File: src/rtl/tartaruga_pkg.sv
// rtl/tartaruga_pkg.sv - shared types for the tartaruga pipeline hazard scoreboard
package tartaruga_pkg;

  localparam int SB_DEPTH = 3;
  localparam int SB_FW    = $clog2(SB_DEPTH + 1);

  typedef struct packed {
    logic       valid;
    logic [4:0] rd;
    logic       we;
    logic       is_load;
  } sb_entry_t;

  typedef logic [SB_FW-1:0] fwd_sel_t;

  localparam sb_entry_t SB_BUBBLE = '0;

  // x0 writes and non-writing entries never produce a dependency
  function automatic logic sb_rd_match(input sb_entry_t e, input logic [4:0] rs);
    return e.valid & e.we & (e.rd != 5'd0) & (e.rd == rs);
  endfunction

endpackage

File: src/rtl/sb_match.sv
// rtl/sb_match.sv - compares one source register against the in-flight queue
// and reports the youngest matching stage and whether its result is ready.
module sb_match
  import tartaruga_pkg::*;
#(
  parameter int DEPTH         = 3,
  parameter int ALU_RDY_STAGE = 0,
  parameter int LD_RDY_STAGE  = 1,
  parameter int RF_BYPASS     = 0,
  localparam int FW           = $clog2(DEPTH + 1)
) (
  input  sb_entry_t [DEPTH-1:0] entries_i,
  input  logic [4:0]            rs_i,
  input  logic                  used_i,
  output logic                  hit_o,
  output logic                  ready_o,
  output logic [FW-1:0]         stage_o
);

  // a write-through regfile makes the WB stage invisible to decode
  localparam int LAST = (RF_BYPASS != 0) ? DEPTH - 2 : DEPTH - 1;

  // scan oldest to youngest so the lowest matching stage wins
  always_comb begin
    hit_o   = 1'b0;
    ready_o = 1'b0;
    stage_o = '0;
    for (int k = LAST; k >= 0; k--) begin
      if (used_i && sb_rd_match(entries_i[k], rs_i)) begin
        hit_o   = 1'b1;
        stage_o = FW'(k);
        ready_o = (k >= (entries_i[k].is_load ? LD_RDY_STAGE : ALU_RDY_STAGE));
      end
    end
  end

endmodule

File: src/rtl/pipe_scoreboard.sv
// rtl/pipe_scoreboard.sv - in-order hazard tracker: issue/stall, flush squash and
// optional forwarding-source select (enabled by PIPE_SB_FWD_EN).
module pipe_scoreboard
  import tartaruga_pkg::*;
#(
  parameter int DEPTH         = 3,
  parameter int FLUSH_STAGE   = 0,
  parameter int ALU_RDY_STAGE = 0,
  parameter int LD_RDY_STAGE  = 1,
  parameter int RF_BYPASS     = 0,
  localparam int FW           = $clog2(DEPTH + 1)
) (
  input  logic          clk_i,
  input  logic          rstn_i,
  input  logic          dec_valid_i,
  input  logic [4:0]    dec_rs1_i,
  input  logic [4:0]    dec_rs2_i,
  input  logic          dec_rs1_used_i,
  input  logic          dec_rs2_used_i,
  input  logic [4:0]    dec_rd_i,
  input  logic          dec_we_i,
  input  logic          dec_is_load_i,
  input  logic          exe_busy_i,
  input  logic          flush_i,
  output logic          issue_o,
  output logic          stall_o,
  output logic [FW-1:0] fwd_rs1_o,
  output logic [FW-1:0] fwd_rs2_o,
  output logic [FW-1:0] inflight_o
);

  sb_entry_t [DEPTH-1:0] sb_q, sb_d;
  logic [FW-1:0]         inflight_q, inflight_d;
  sb_entry_t             new_entry;

  logic          hit1, rdy1, hit2, rdy2;
  logic [FW-1:0] stg1, stg2;
  logic          haz1, haz2;

  sb_match #(
    .DEPTH(DEPTH), .ALU_RDY_STAGE(ALU_RDY_STAGE),
    .LD_RDY_STAGE(LD_RDY_STAGE), .RF_BYPASS(RF_BYPASS)
  ) u_match_rs1 (
    .entries_i(sb_q), .rs_i(dec_rs1_i), .used_i(dec_rs1_used_i),
    .hit_o(hit1), .ready_o(rdy1), .stage_o(stg1)
  );

  sb_match #(
    .DEPTH(DEPTH), .ALU_RDY_STAGE(ALU_RDY_STAGE),
    .LD_RDY_STAGE(LD_RDY_STAGE), .RF_BYPASS(RF_BYPASS)
  ) u_match_rs2 (
    .entries_i(sb_q), .rs_i(dec_rs2_i), .used_i(dec_rs2_used_i),
    .hit_o(hit2), .ready_o(rdy2), .stage_o(stg2)
  );

`ifdef PIPE_SB_FWD_EN
  assign haz1      = hit1 & ~rdy1;
  assign haz2      = hit2 & ~rdy2;
  assign fwd_rs1_o = (hit1 & rdy1) ? stg1 + 1'b1 : '0;
  assign fwd_rs2_o = (hit2 & rdy2) ? stg2 + 1'b1 : '0;
`else
  logic unused_fwd_info;
  assign unused_fwd_info = ^{rdy1, rdy2, stg1, stg2};
  assign haz1      = hit1;
  assign haz2      = hit2;
  assign fwd_rs1_o = '0;
  assign fwd_rs2_o = '0;
`endif

  // handshake reads idle while reset is held, whatever decode presents
  assign stall_o    = rstn_i & dec_valid_i & (haz1 | haz2 | exe_busy_i);
  assign issue_o    = rstn_i & dec_valid_i & ~stall_o & ~flush_i;
  assign inflight_o = inflight_q;

  assign new_entry = '{valid: 1'b1, rd: dec_rd_i, we: dec_we_i, is_load: dec_is_load_i};

  always_comb begin
    sb_d = sb_q;
    if (flush_i) begin
      // the flushing stage and everything younger are squashed as they advance
      sb_d[0] = SB_BUBBLE;
      for (int k = 1; k < DEPTH; k++) begin
        sb_d[k] = (k <= FLUSH_STAGE + 1) ? SB_BUBBLE : sb_q[k-1];
      end
    end else if (exe_busy_i) begin
      sb_d[0] = sb_q[0];
      for (int k = 1; k < DEPTH; k++) begin
        sb_d[k] = (k == 1) ? SB_BUBBLE : sb_q[k-1];
      end
    end else begin
      sb_d[0] = issue_o ? new_entry : SB_BUBBLE;
      for (int k = 1; k < DEPTH; k++) begin
        sb_d[k] = sb_q[k-1];
      end
    end
  end

  always_comb begin
    inflight_d = '0;
    for (int k = 0; k < DEPTH; k++) begin
      inflight_d = inflight_d + FW'(sb_d[k].valid);
    end
  end

  always_ff @(posedge clk_i or negedge rstn_i) begin
    if (!rstn_i) begin
      sb_q       <= '0;
      inflight_q <= '0;
    end else begin
      sb_q       <= sb_d;
      inflight_q <= inflight_d;
    end
  end

endmodule

File: config.mk
export PLATFORM = sky130hd
export DESIGN_NAME = pipe_scoreboard
export DESIGN_NICKNAME = d
export VERILOG_FILES = /design/src/rtl/tartaruga_pkg.sv /design/src/rtl/sb_match.sv /design/src/rtl/pipe_scoreboard.sv
export SDC_FILE = /design/constraint.sdc
export NUM_CORES = 1
export LEC_CHECK = 0
export CORE_MARGIN = 1
export CORE_UTILIZATION = 40
export CTS_CLUSTER_DIAMETER = 30
export DETAILED_ROUTE_END_ITERATION = 16
export GPL_ROUTABILITY_DRIVEN = 0
export PLACE_DENSITY_LB_ADDON = 0.05
export SYNTH_ARGS = -nofsm -noshare
export SYNTH_HDL_FRONTEND = slang
export SYNTH_SLANG_ARGS = --single-unit
export TNS_END_PERCENT = 100
File: constraint.sdc
create_clock -name clk_i -period 5.5 [get_ports clk_i]
set_clock_uncertainty 0.1 [all_clocks]
set_input_delay 1.1 -clock clk_i [delete_from_list [all_inputs] [get_ports clk_i]]
set_output_delay 1.1 -clock clk_i [all_outputs]
set_load 0.01 [all_outputs]
==> results of run 1 <==
==> cell families (layout without fill, tap and decap cells) <==
family	count (synthesis)	in the layout
adder cells (fa/ha/maj)	1	1
flip-flops	23	23
XOR/XNOR	30	30
other	1	4
AO/OA/AOI/OAI	12	12
buffers and inverters	7	32
AND/OR/NAND/NOR	44	44
==> final timing paths <==
path	startpoint	end	slack [ns]
max in group asynchronous	rstn_i	sb_q[2]$_DFFE_PN0P_	3.71
worst max-delay path	dec_rs1_i[1]	stall_o	0.99
worst max register to register	sb_q[11]$_DFF_PN0_	inflight_o[0]$_DFF_PN0_	2.56
worst min register to register	sb_q[9]$_DFF_PN0_	sb_q[17]$_DFF_PN0_	0.29
min in group asynchronous	rstn_i	sb_q[7]$_DFF_PN0_	1.01
worst min-delay path	sb_q[9]$_DFF_PN0_	sb_q[17]$_DFF_PN0_	0.29
==> worst register-to-register path: stages, from the launching register on <==
cell and delay, ns:
dfrtp_1 0.45, or4_1 0.55, o211ai_1 0.26, nor3_1 0.11, or4_4 0.59, o31ai_2 0.32, fa_1 0.45
==> cells in the mapped netlist (2+ instances only) <==
master	count
nand4_1	3
or4_1	3
o211ai_1	2
and2_1	7
nand2_1	16
o31ai_2	6
xor2_1	6
buf_4	4
dfrtp_1	23
nor4_1	3
xnor2_1	24
nor3_1	4
nand3_1	4
==> placed cells by master, fill, tap and decap left out, drive strengths merged <==
cell type	netlist	final
nor3	4	4
or4	4	4
dfrtp	23	23
conb	1	4
clkinv	0	1
o211ai	3	3
o31a	1	1
nand3	4	4
nor4	3	3
buf	7	2
nand4	3	3
o211a	1	1
and3	1	1
fa	1	1
xnor2	24	24
xor2	6	6
nand2	16	16
clkdlybuf4s50	0	26
nor2	1	1
o31ai	7	7
clkbuf	0	3
and2	7	7
nor2b	1	1
==> power by group <==
group | switching [µW] | internal (µW) | total, µW
logic | 22.0 | 26.0 | 48.0
registers | 1.68 | 171 | 172
clock network | 50.2 | 27.1 | 77.3
total | 73.8 | 224 | 298
==> through the flow <==
stage / instance area (µm²) / power [µW]
floorplan: 1297 / 197.7
global placement: 1578 / 222.9
detailed placement: 1578 / 224.2
CTS: 1605 / 301.5
global route: 1605 / 314.0
finish: 1605 / 297.7
==> flip-flops by register name, summed over array words and instances, names as in the netlist <==
name / cells
sb_q: 21
inflight_o: 2
==> layer usage <==
layer | GRT usage (%) | wire, µm | vias up
li1 | - | - | 451
met1 | 21.48 | 1181 | 437
met2 | 32.02 | 1361 | 31
met3 | 1.978 | 110 | 4
met4 | 5.102 | 30 | 0
met5 | 0 | 0 | -
==> layout make-up <==
| type | instances | area share [%] |
|---|---|---|
| sequential | 23 | 35.85 |
| clock buffer | 3 | 1.403 |
| clock inverter | 1 | 0.3118 |
| multi-input combinational | 91 | 41.85 |
| timing repair buffer | 28 | 17.15 |
| tap | 44 | 3.429 |
==> impl_metrics.yaml, run 1 <==
drt:
  antenna_left: 0
  viasPerCell: 4.858
  drt-initial-drc-count: 15
  dr.pass1.iters: 4
  routed_wl_um: 2683
  dr_total_vias: 923
  routedWlPerCell_um: 14.12
  drc_errors: 0
floorplan:
  fp.coreArea_um2: 3053
  fp.dieW_um: 58.71
  io_pins: 32
  placementRows: 20
  start_util_pct: 42.13
  fp.dieH_um: 58.71
  die_area_um2: 3446
yosys:
  synthesis.instances: 118
  ys_warn_count: 0
  synth_top_family_by_area: "XOR/XNOR gates"
  async_flop_share_pct: 100.0
  syn_avg_cell_area_um2: 10.90
  synth_top_cell_by_area: "dfrtp_1"
  muxShareOfSynthArea_pct: 0
  synth_adder_area_share_pct: 1.556
  synth-simple-area-share_pct: 18.00
  yosysTopAreaCellShare_pct: 44.75
  synthXorXnorAreaFrac_pct: 20.43
  seq_area_frac_synth_pct: 44.75
  synth_area_leaders: "dfrtp_1 (45%), xnor2_1 (16%), o31ai_2 (5.8%), nand2_1 (4.7%), xor2_1 (4.1%)"
  synth_edf_count: 0
  syn_area_um2: 1286
  ys.flop_type: "dfrtp_1"
  synthDistinctLibCells: 26
  synth-compound-area-share_pct: 11.09
  synth_seq_cells: 23
clock_network:
  root_buffer: "clkbuf_4"
  clockBufferDepth: 2
  clock_sinks: 23
  clkTransAtPathRegs_ns: 0.13
  hold_buffers: 0
  cts_tree: "yes"
  cts_setup_buffers: 0
  ctsHtreeMaxLevel: 1
  clock_latency_ns: 0.31
  ctsResizeCount: 0
  cts_buffers: 3
final_layout:
  postLayoutCoreUtil_pct: 52.58
  seq_area_um2: 575.6
  nets: 172
  multi_input_area_um2: 671.9
  fillerInstances: 298
  instances_no_fill: 190
  n_antenna_cell: 0
  syn_to_final_growth_pct: 24.81
  drive_above_1_share_pct: 10.27
timing:
  finalCritPeriodShare_pct: 82.08
  final.setup.worst_slack_ns: 0.9856
  fmax_mhz: 221.5
  slew_violations: 0
  holdWs_ns: 0.2949
  tightest_slew_ns: 0.5313
  min_period_ns: 4.514
  rsz0062_at_grt: "no"
  slew_headroom_pct: 64.45
  fin_setup_tns_ns: 0
  hold_viol: 0
  setup_violations: 0
grt:
  grt_max_degree: 15
  grt_usage_pct: 17.42
  grt_pass1_wl_um: 4353
  grt-ovfl-total: 0
  grt_antenna_before_repair: 0
  grt_pass1_vias: 954
run:
  cap_viol_max_count: 0
setup_path:
  r2r_cells: 6
  cp_num_buf_inv: 3
  cp-start-kind: "primary input"
  slowest_delay_ns: 0.57
  cpMostUsedCell: "clkdlybuf4s50_1"
  arrival_ns: 3.31
  worstPathCellList: "clkdlybuf4s50_1 > xnor2_1 > nand3_1 > nor4_1 > o31a_1 > buf_4 > o211a_1 > clkdlybuf4s50_1"
  required_ns: 4.30
  critPathKind: "primary input to output pin"
  critical-path-slowest-cell: "clkdlybuf4s50_1"
  cpLargestDelayFamily: "buffers and inverters"
  critPathCaptureType: "output pin"
  critical_path.max_fanout: 9
  cp_num_cells: 8
placement:
  place_ws_ns: 0.9553
  dp.cells: 186
  hpwl_um: 2247
  portBuffers: 26
power_and_ir_drop:
  p_leak_uw: 0.0006782
  power_density_nw_per_um2: 185.4
  vdd_ir_drop_max_v: 0.00007254
hold_path:
  hold_path_class: "flop to flop"
  min_path_cells: 0
outcome:
  status: "finished, final reports clean"
Note: power is estimated with default switching activity, not from simulation.
==> inputs of run 2 (changes only) <==
Clock period 5.5 ns to 4.4 ns, I/O delays scaled along.
==> impl_metrics.yaml, run 2 (synthesis results as in run 1) <==
outcome:
  status: "finished, final reports clean"
power_and_ir_drop:
  p_leak_uw: 0.0006854
  finalPower_uw: 370.2
  vdd_ir_drop_max_v: 0.00009990
  power_density_nw_per_um2: 228.7
placement:
  dp.cells: 188
  place_ws_ns: 0.2938
  hpwl_um: 2197
  portBuffers: 26
  placed_area_um2: 1593
final_layout:
  top_register: "sb_q"
  n_antenna_cell: 0
  instances_no_fill: 192
  layout_common_cells: "clkdlybuf4s50_1 (26), xnor2_1 (24), dfrtp_1 (23), nand2_1 (16), and2_1 (7)"
  largest_register_ffs: 21
  syn_to_final_growth_pct: 25.88
  nets: 174
  design_area_um2: 1619
  drive_above_1_share_pct: 10.81
  layout_commonest_cell: "clkdlybuf4s50_1"
timing:
  final.setup.worst_slack_ns: 0.2968
  setup_violations: 0
  fin_setup_tns_ns: 0
  slew_violations: 0
  fmax_mhz: 243.7
  rsz0062_at_grt: "no"
  hold_viol: 0
  finalCritPeriodShare_pct: 93.25
  min_period_ns: 4.103
drt:
  drt-initial-drc-count: 44
  viasPerCell: 4.891
  drc_errors: 0
  dr_total_vias: 939
  dr.pass1.iters: 4
  routedWlPerCell_um: 13.79
  antenna_left: 0
  routed_wl_um: 2648
grt:
  grt-ovfl-total: 0
  grt_antenna_before_repair: 0
  grt_max_degree: 16
  grt_pass1_vias: 952
  grt_pass1_wl_um: 4264
  grt_usage_pct: 16.92
clock_network:
  hold_buffers: 0
  clkTransAtPathRegs_ns: 0.12
  root_buffer: "clkbuf_4"
  cts_buffers: 3
  ctsResizeCount: 0
  ctsHtreeMaxLevel: 1
  clock_sinks: 23
  clockBufferDepth: 2
  clock_latency_ns: 0.30
  cts_tree: "yes"
  cts_setup_buffers: 0
floorplan:
  fp.coreArea_um2: 3053
  fp.dieW_um: 58.71
  io_pins: 32
  fp.dieH_um: 58.71
  placementRows: 20
  start_util_pct: 42.13
  die_area_um2: 3446
setup_path:
  required_ns: 3.42
  critical_path.max_fanout: 9
  worstPathCellList: "clkdlybuf4s50_1 > xnor2_1 > nand4_1 > nor3_1 > or4_4 > nor3_1 > clkdlybuf4s50_1"
  rr_startpoint: "sb_q[11]$_DFF_PN0_"
  critPathCaptureType: "output pin"
  crit_start: "dec_rs2_i[3]"
  critPathKind: "primary input to output pin"
  critical-path-slowest-cell: "or4_4"
  cp-start-kind: "primary input"
  slowest_delay_ns: 0.62
  arrival_ns: 3.12
run:
  cap_viol_max_count: 0
hold_path:
  hold_path_class: "flop to flop"
  holdCritStartpoint: "sb_q[9]$_DFF_PN0_"
==> run 2: cell count changes in the layout (fill, tap and decap cells not counted) <==
| cell | delta |
|---|---|
| buf_4 | +2 |
| clkbuf_1 | +1 |
| clkinv_2 | -1 |
==> run 2: through the flow <==
stage | hold slack (ns) | utilization, %
finish | 0.2923 | 53.03
global route | 0.3290 | 53.03
detailed placement | 0.2702 | 52.17
global placement | 0.2651 | 52.17
CTS | 0.2978 | 53.03
floorplan | 0.2539 | -
==> run 2: layout make-up <==
type                       count  area [µm²]
fill                         290        1434
multi-input combinational     91       671.9
sequential                    23       575.6
timing repair buffer          30       290.3
tap                           44       55.05
clock buffer                   4       26.28
==> run 2: path summary, 6_finish.rpt <==
check / cells after the start / slack [ns] / end
setup / recovery: 7 / 0.30 / issue_o
hold / removal: 0 / 0.29 / sb_q[17]$_DFF_PN0_
setup reg to reg: 6 / 1.49 / inflight_o[0]$_DFF_PN0_
hold reg to reg: 0 / 0.29 / sb_q[17]$_DFF_PN0_
max in group asynchronous: 2 / 3.23 / sb_q[1]$_DFFE_PN0P_
min in group asynchronous: 2 / 0.79 / sb_q[7]$_DFF_PN0_
==> run 2: layer usage <==
| metal | vias to the layer above | GRT usage [%] | part of all wire (%) |
|---|---|---|---|
| li1 | 458 | - | - |
| met1 | 454 | 20.23 | 45 |
| met2 | 25 | 31.20 | 50 |
| met3 | 2 | 1.978 | 4.0 |
| met4 | 0 | 6.122 | 0.72 |
| met5 | - | 0 | 0 |
==> run 2: where the power goes <==
part / internal (µW) / switching (µW) / total [µW]
clock network: 35.3 / 58.5 / 93.8
registers: 213 / 2.14 / 215
logic: 33.7 / 27.3 / 61.1
==> run 2: critical path: cells and delay by family <==
family        cells  cell delay [ns]
buf+inv           2             1.09
simple gates      4             0.99
xor+xnor          1             0.17
==> variant 1 (settings of run 2) <==
`DEPTH` is set to 3 in 2 places; all go to 6.
--- a/src/rtl/sb_match.sv
+++ b/src/rtl/sb_match.sv
@@ -3,7 +3,7 @@
 module sb_match
   import tartaruga_pkg::*;
 #(
-  parameter int DEPTH         = 3,
+  parameter int DEPTH         = 6,
   parameter int ALU_RDY_STAGE = 0,
   parameter int LD_RDY_STAGE  = 1,
   parameter int RF_BYPASS     = 0,
--- a/src/rtl/pipe_scoreboard.sv
+++ b/src/rtl/pipe_scoreboard.sv
@@ -3,7 +3,7 @@
 module pipe_scoreboard
   import tartaruga_pkg::*;
 #(
-  parameter int DEPTH         = 3,
+  parameter int DEPTH         = 6,
   parameter int FLUSH_STAGE   = 0,
   parameter int ALU_RDY_STAGE = 0,
   parameter int LD_RDY_STAGE  = 1,
Interface: changed (resized fwd_rs1_o, fwd_rs2_o and inflight_o); port bits go from 32 to 35. The function was not compared with the original's and may differ.
==> variant 1 against run 2 <==
The flow now finishes with violations (design-rule violations). Synthesized area increased by 78%. Worst setup slack got worse by 160 ps. Final cell count increased by 60%. Cell area increased by 72%. Sequential cell count increased by 22. First-iteration DRC count increased by 23%. Synthesized cell count increased by 69%. Wire length increased by 82%. Total power increased by 130%. Count of clock-buffer cells in the layout increased by 1. Critical endpoint unchanged. Largest cell class is now registers.
==> variant 1: results (changes against run 2) <==
Failing checks -> design-rule violations
Remaining DRCs -> 2 (+2)
Starting Density -> 0.4156 (-0.005724)
Async set-reset flop share out of synthesis -> 1.000 (unchanged)
Vias per cell -> 4.961 (+1.4%)
WP data arrival -> 3280 ps (+160 ps)
DRT Pass-1 Iters -> 9 (+5)
DP Cell Count -> 300 (+60%)
H-tree Lvls -> 2 (+1)
Root Driver -> clkbuf_8
First-pass GRT wire length -> 8.142 mm (+91%)
P_leak -> 1.314 nW (+92%)
Critical path fanouts, max -> 5 (-4)
Syn Inst Count -> 200 (+69%)
Final net count -> 263 (+51%)
Dpl hpwl -> 3.847 mm (+75%)
Sequential cell area fraction in the yosys report -> 0.4921 (+0.04460)
1st-iter DRT viols -> 54 (+23%)
Routed via count -> 1528 (+63%)
GR met3 Demand/Resource -> 0.04000 (+0.02022)
Largest cells by area after synthesis -> dfrtp_1, xnor2_1, xor2_1, nand3_1, fa_1
Switching part of the total -> 0.2370 (-0.0005378)
Pin count of the biggest net entering global routing -> 46 (+30)
Crit-path max cell delay -> 680 ps (+60 ps)
GR Util met1 -> 0.2082 (+0.005975)
Gr usage total -> 0.1796 (+0.01043)
Post-Route WL -> 4.815 mm (+82%)
Status -> finished with violations
Total CTS buffers -> 5 (+2)
Vias in the first global route -> 1677 (+76%)
Met2 Use GR -> 0.3248 (+0.01279)
Top cells by count, synth -> dfrtp_1, xnor2_1, xor2_1
Clk pin slew, worst setup/hold paths -> 90 ps (-30 ps)
Max reg flops -> 42 (+100%)
Worst vdd ir -> 0.2405 mV (+140%)
Synth Flop Type -> dfrtp_1
Share of layout cells above drive strength 1 -> 0.1144 (+0.006299)
Critical-path top delay cell -> clkdlybuf4s50_1
==> variant 1: path summary, 6_finish.rpt <==
| check | from | to | slack [ps] | cells past startpoint |
|---|---|---|---|---|
| setup / recovery | dec_rs1_i[2] | issue_o | 140 | 8 |
| hold / removal | sb_q[33] | sb_q[41] | 280 | 0 |
| setup reg to reg | sb_q[18] | inflight_o[1] | 660 | 12 |
| hold reg to reg | sb_q[33] | sb_q[41] | 280 | 0 |
| max in group asynchronous | rstn_i | sb_q[36] | 3170 | 2 |
| min in group asynchronous | rstn_i | sb_q[31] | 640 | 2 |
==> variant 1: what timing repair did <==
item | in CTS | in global routing
resized for setup | 0 | 2
buffers inserted | 0 | 0
setup endpoints to repair | 0 | 1
==> variant 1: power groups by stage <==
stage	Clock [mW]	Combinational (mW)	Sequential, mW
floorplan	0	0.0577	0.435
global placement	0	0.103	0.436
detailed placement	0	0.106	0.436
CTS	0.319	0.106	0.428
global route	0.339	0.116	0.429
finish	0.311	0.104	0.428
==> variant 1: per-layer routing <==
metal / part of all wire / vias to the layer above
li1: - / 734
met1: 0.42 / 751
met2: 0.53 / 34
met3: 0.038 / 9
met4: 0.014 / 0
met5: 0 / -
==> variant 1: through the flow <==
step | worst slack, ps | hold WS, ps | cell area (um2)
after floorplan | 550.8 | 253.9 | 2307
after global placement | 72.28 | 261.9 | 2664
after detailed placement | 38.79 | 261.7 | 2664
after CTS | 121.6 | 282.0 | 2779
after global routing | 2.658 | 289.9 | 2784
final | 135.1 | 279.4 | 2784
==> variant 1: kinds of logic after synthesis <==
logic type      after synthesis  share of synthesized area
compound gates               20                    0.08201
xor+xnor                     60                     0.2296
fa+ha+maj                     4                    0.03171
buf+inv                      25                    0.05358
flops                        45                     0.4921
other cells                   1                   0.001639
simple gates                 45                     0.1094
==> variant 1: area by class of cell <==
type                       count  area [um2]
timing repair buffer          39       360.3
inverter                       9       33.78
multi-input combinational    135        1059
sequential                    45        1126
fill                         490        2723
clock inverter                 3       46.29
clock buffer                   5       68.82
tap                           72       90.09
==> variant 2 (flow settings as in run 2) <==
Made on the original files. Reset style: synchronous (`rstn_i`), changed in one clocked block.
--- a/src/rtl/pipe_scoreboard.sv
+++ b/src/rtl/pipe_scoreboard.sv
@@ -102,7 +102,7 @@
     end
   end
 
-  always_ff @(posedge clk_i or negedge rstn_i) begin
+  always_ff @(posedge clk_i) begin
     if (!rstn_i) begin
       sb_q       <= '0;
       inflight_q <= '0;
Behaviour: differs if rstn_i is asserted again (counterexample within 4 cycles, from zero or initial values and one cycle with rstn_i low); with rstn_i held inactive, the same outputs for 10 cycles.
==> variant 2 against run 2 <==
The run now ends with design-rule violations left. Synthesized area is 4.4% lower. Total power is 0.57% higher. Worst setup slack worse by 81 ps. Cell area is 5.0% lower. Sequential cell count stayed put. Wire length is 4.5% lower. Hold slack better by 100 ps. Core utilization is 1.3 points higher.
==> variant 2: results (changes against run 2) <==
Unique masters post-synth -> 27 (+3.8%)
Maximum clock insertion buffer count -> 2 (unchanged)
Largest cells by area after synthesis -> dfxtp_1, xnor2_1, xor2_1, and2_1, nand3_1
Wire length on met2 -> 1.213 mm (-9.3%)
DRT Pass-1 Iters -> 10 (+6)
Final net count -> 185 (+6.3%)
Critical-path top delay cell -> clkdlybuf4s50_1
Gr usage total -> 0.1627 (-0.006471)
Routed wire per std cell -> 13.32 um (-3.5%)
Met2 Use GR -> 0.2841 (-0.02793)
Post-Route WL -> 2.530 mm (-4.5%)
Critical path fanouts, max -> 3 (-6)
Vias in the first global route -> 926 (-2.7%)
1st-iter DRT viols -> 29 (-34%)
Max reg flops -> 21 (unchanged)
Crit-path max cell delay -> 540 ps (-80 ps)
GR Util met1 -> 0.2031 (+0.0008399)
Comb pwr share -> 0.163 (-0.002)
Routed via count -> 998 (+6.3%)
GR met3 Demand/Resource -> 0.02721 (+0.007431)
Switching part of the total -> 0.2506 (+0.01308)
Worst skew pair latency -> 310 ps
Worst hold path type -> reg2reg
Worst vdd ir -> 0.1220 mV (+22%)
Share of layout cells above drive strength 1 -> 0.06918 (-0.03893)
Post-Place Worst Slack -> 202.2 ps (-91.61 ps)
Sequential cell area fraction in the yosys report -> 0.3744 (-0.07311)
Wire length on met3 -> 106 um (-0.93%)
DP Area -> 0.001510 mm2 (-5.2%)
Top cells by count, synth -> dfxtp_1, xnor2_1, nand3_1, xor2_1, and2_1
Metal-1 WL -> 1.182 mm (-0.17%)
Async set-reset flop share out of synthesis -> 0 (-1.000)
P_sw -> 93.32 uW (+6.1%)
FILL cells -> 294 (+1.4%)
P_leak -> 0.6211 nW (-9.4%)
Failing checks -> design-rule violations
Pin count of the biggest net entering global routing -> 18 (+2)
Status -> finished with violations
WP data arrival -> 3200 ps (+80 ps)
Dpl hpwl -> 2.056 mm (-6.4%)
Synth warn -> 0 (unchanged)
Synth Flop Type -> dfxtp_1
Remaining DRCs -> 2 (+2)
Clock-net power -> 97.2 uW (+3.6%)
Avg Cell Area, Syn -> 9.318 um2 (-15%)
First-pass GRT wire length -> 4.112 mm (-3.6%)
## variant 2: final timing paths
check	startpoint	end	slack, ps	depth (start not counted)
min	sb_q[9]	sb_q[17]	390	1
max reg2reg	sb_q[10]	inflight_o[0]	1540	9
max	dec_rs1_i[1]	stall_o	220	8
min reg2reg	sb_q[9]	sb_q[17]	390	1
## variant 2: kinds of logic (layout without fill, tap and decap cells)
group	count (synthesis)	count (layout)	share of synthesized area
and+or+nand+nor	51	51	0.2411
adders and majority gates	1	1	0.01628
xor gates and xnor gates	30	30	0.2136
AOI/OAI and AO/OA	16	16	0.1038
DFF	23	23	0.3744
muxes	1	1	0.008139
other	1	4	0.003049
buffers and inverters	9	33	0.03967
## variant 2: cell type report
class	instances	area [um2]	share of cell area
multi-input combinational	103	732.0	0.4760
sequential	23	460.4	0.2994
timing repair buffer	28	275.3	0.1790
tap	31	38.79	0.02522
clock buffer	3	22.52	0.01465
clock inverter	1	5.005	0.003255
inverter	1	3.754	0.002441
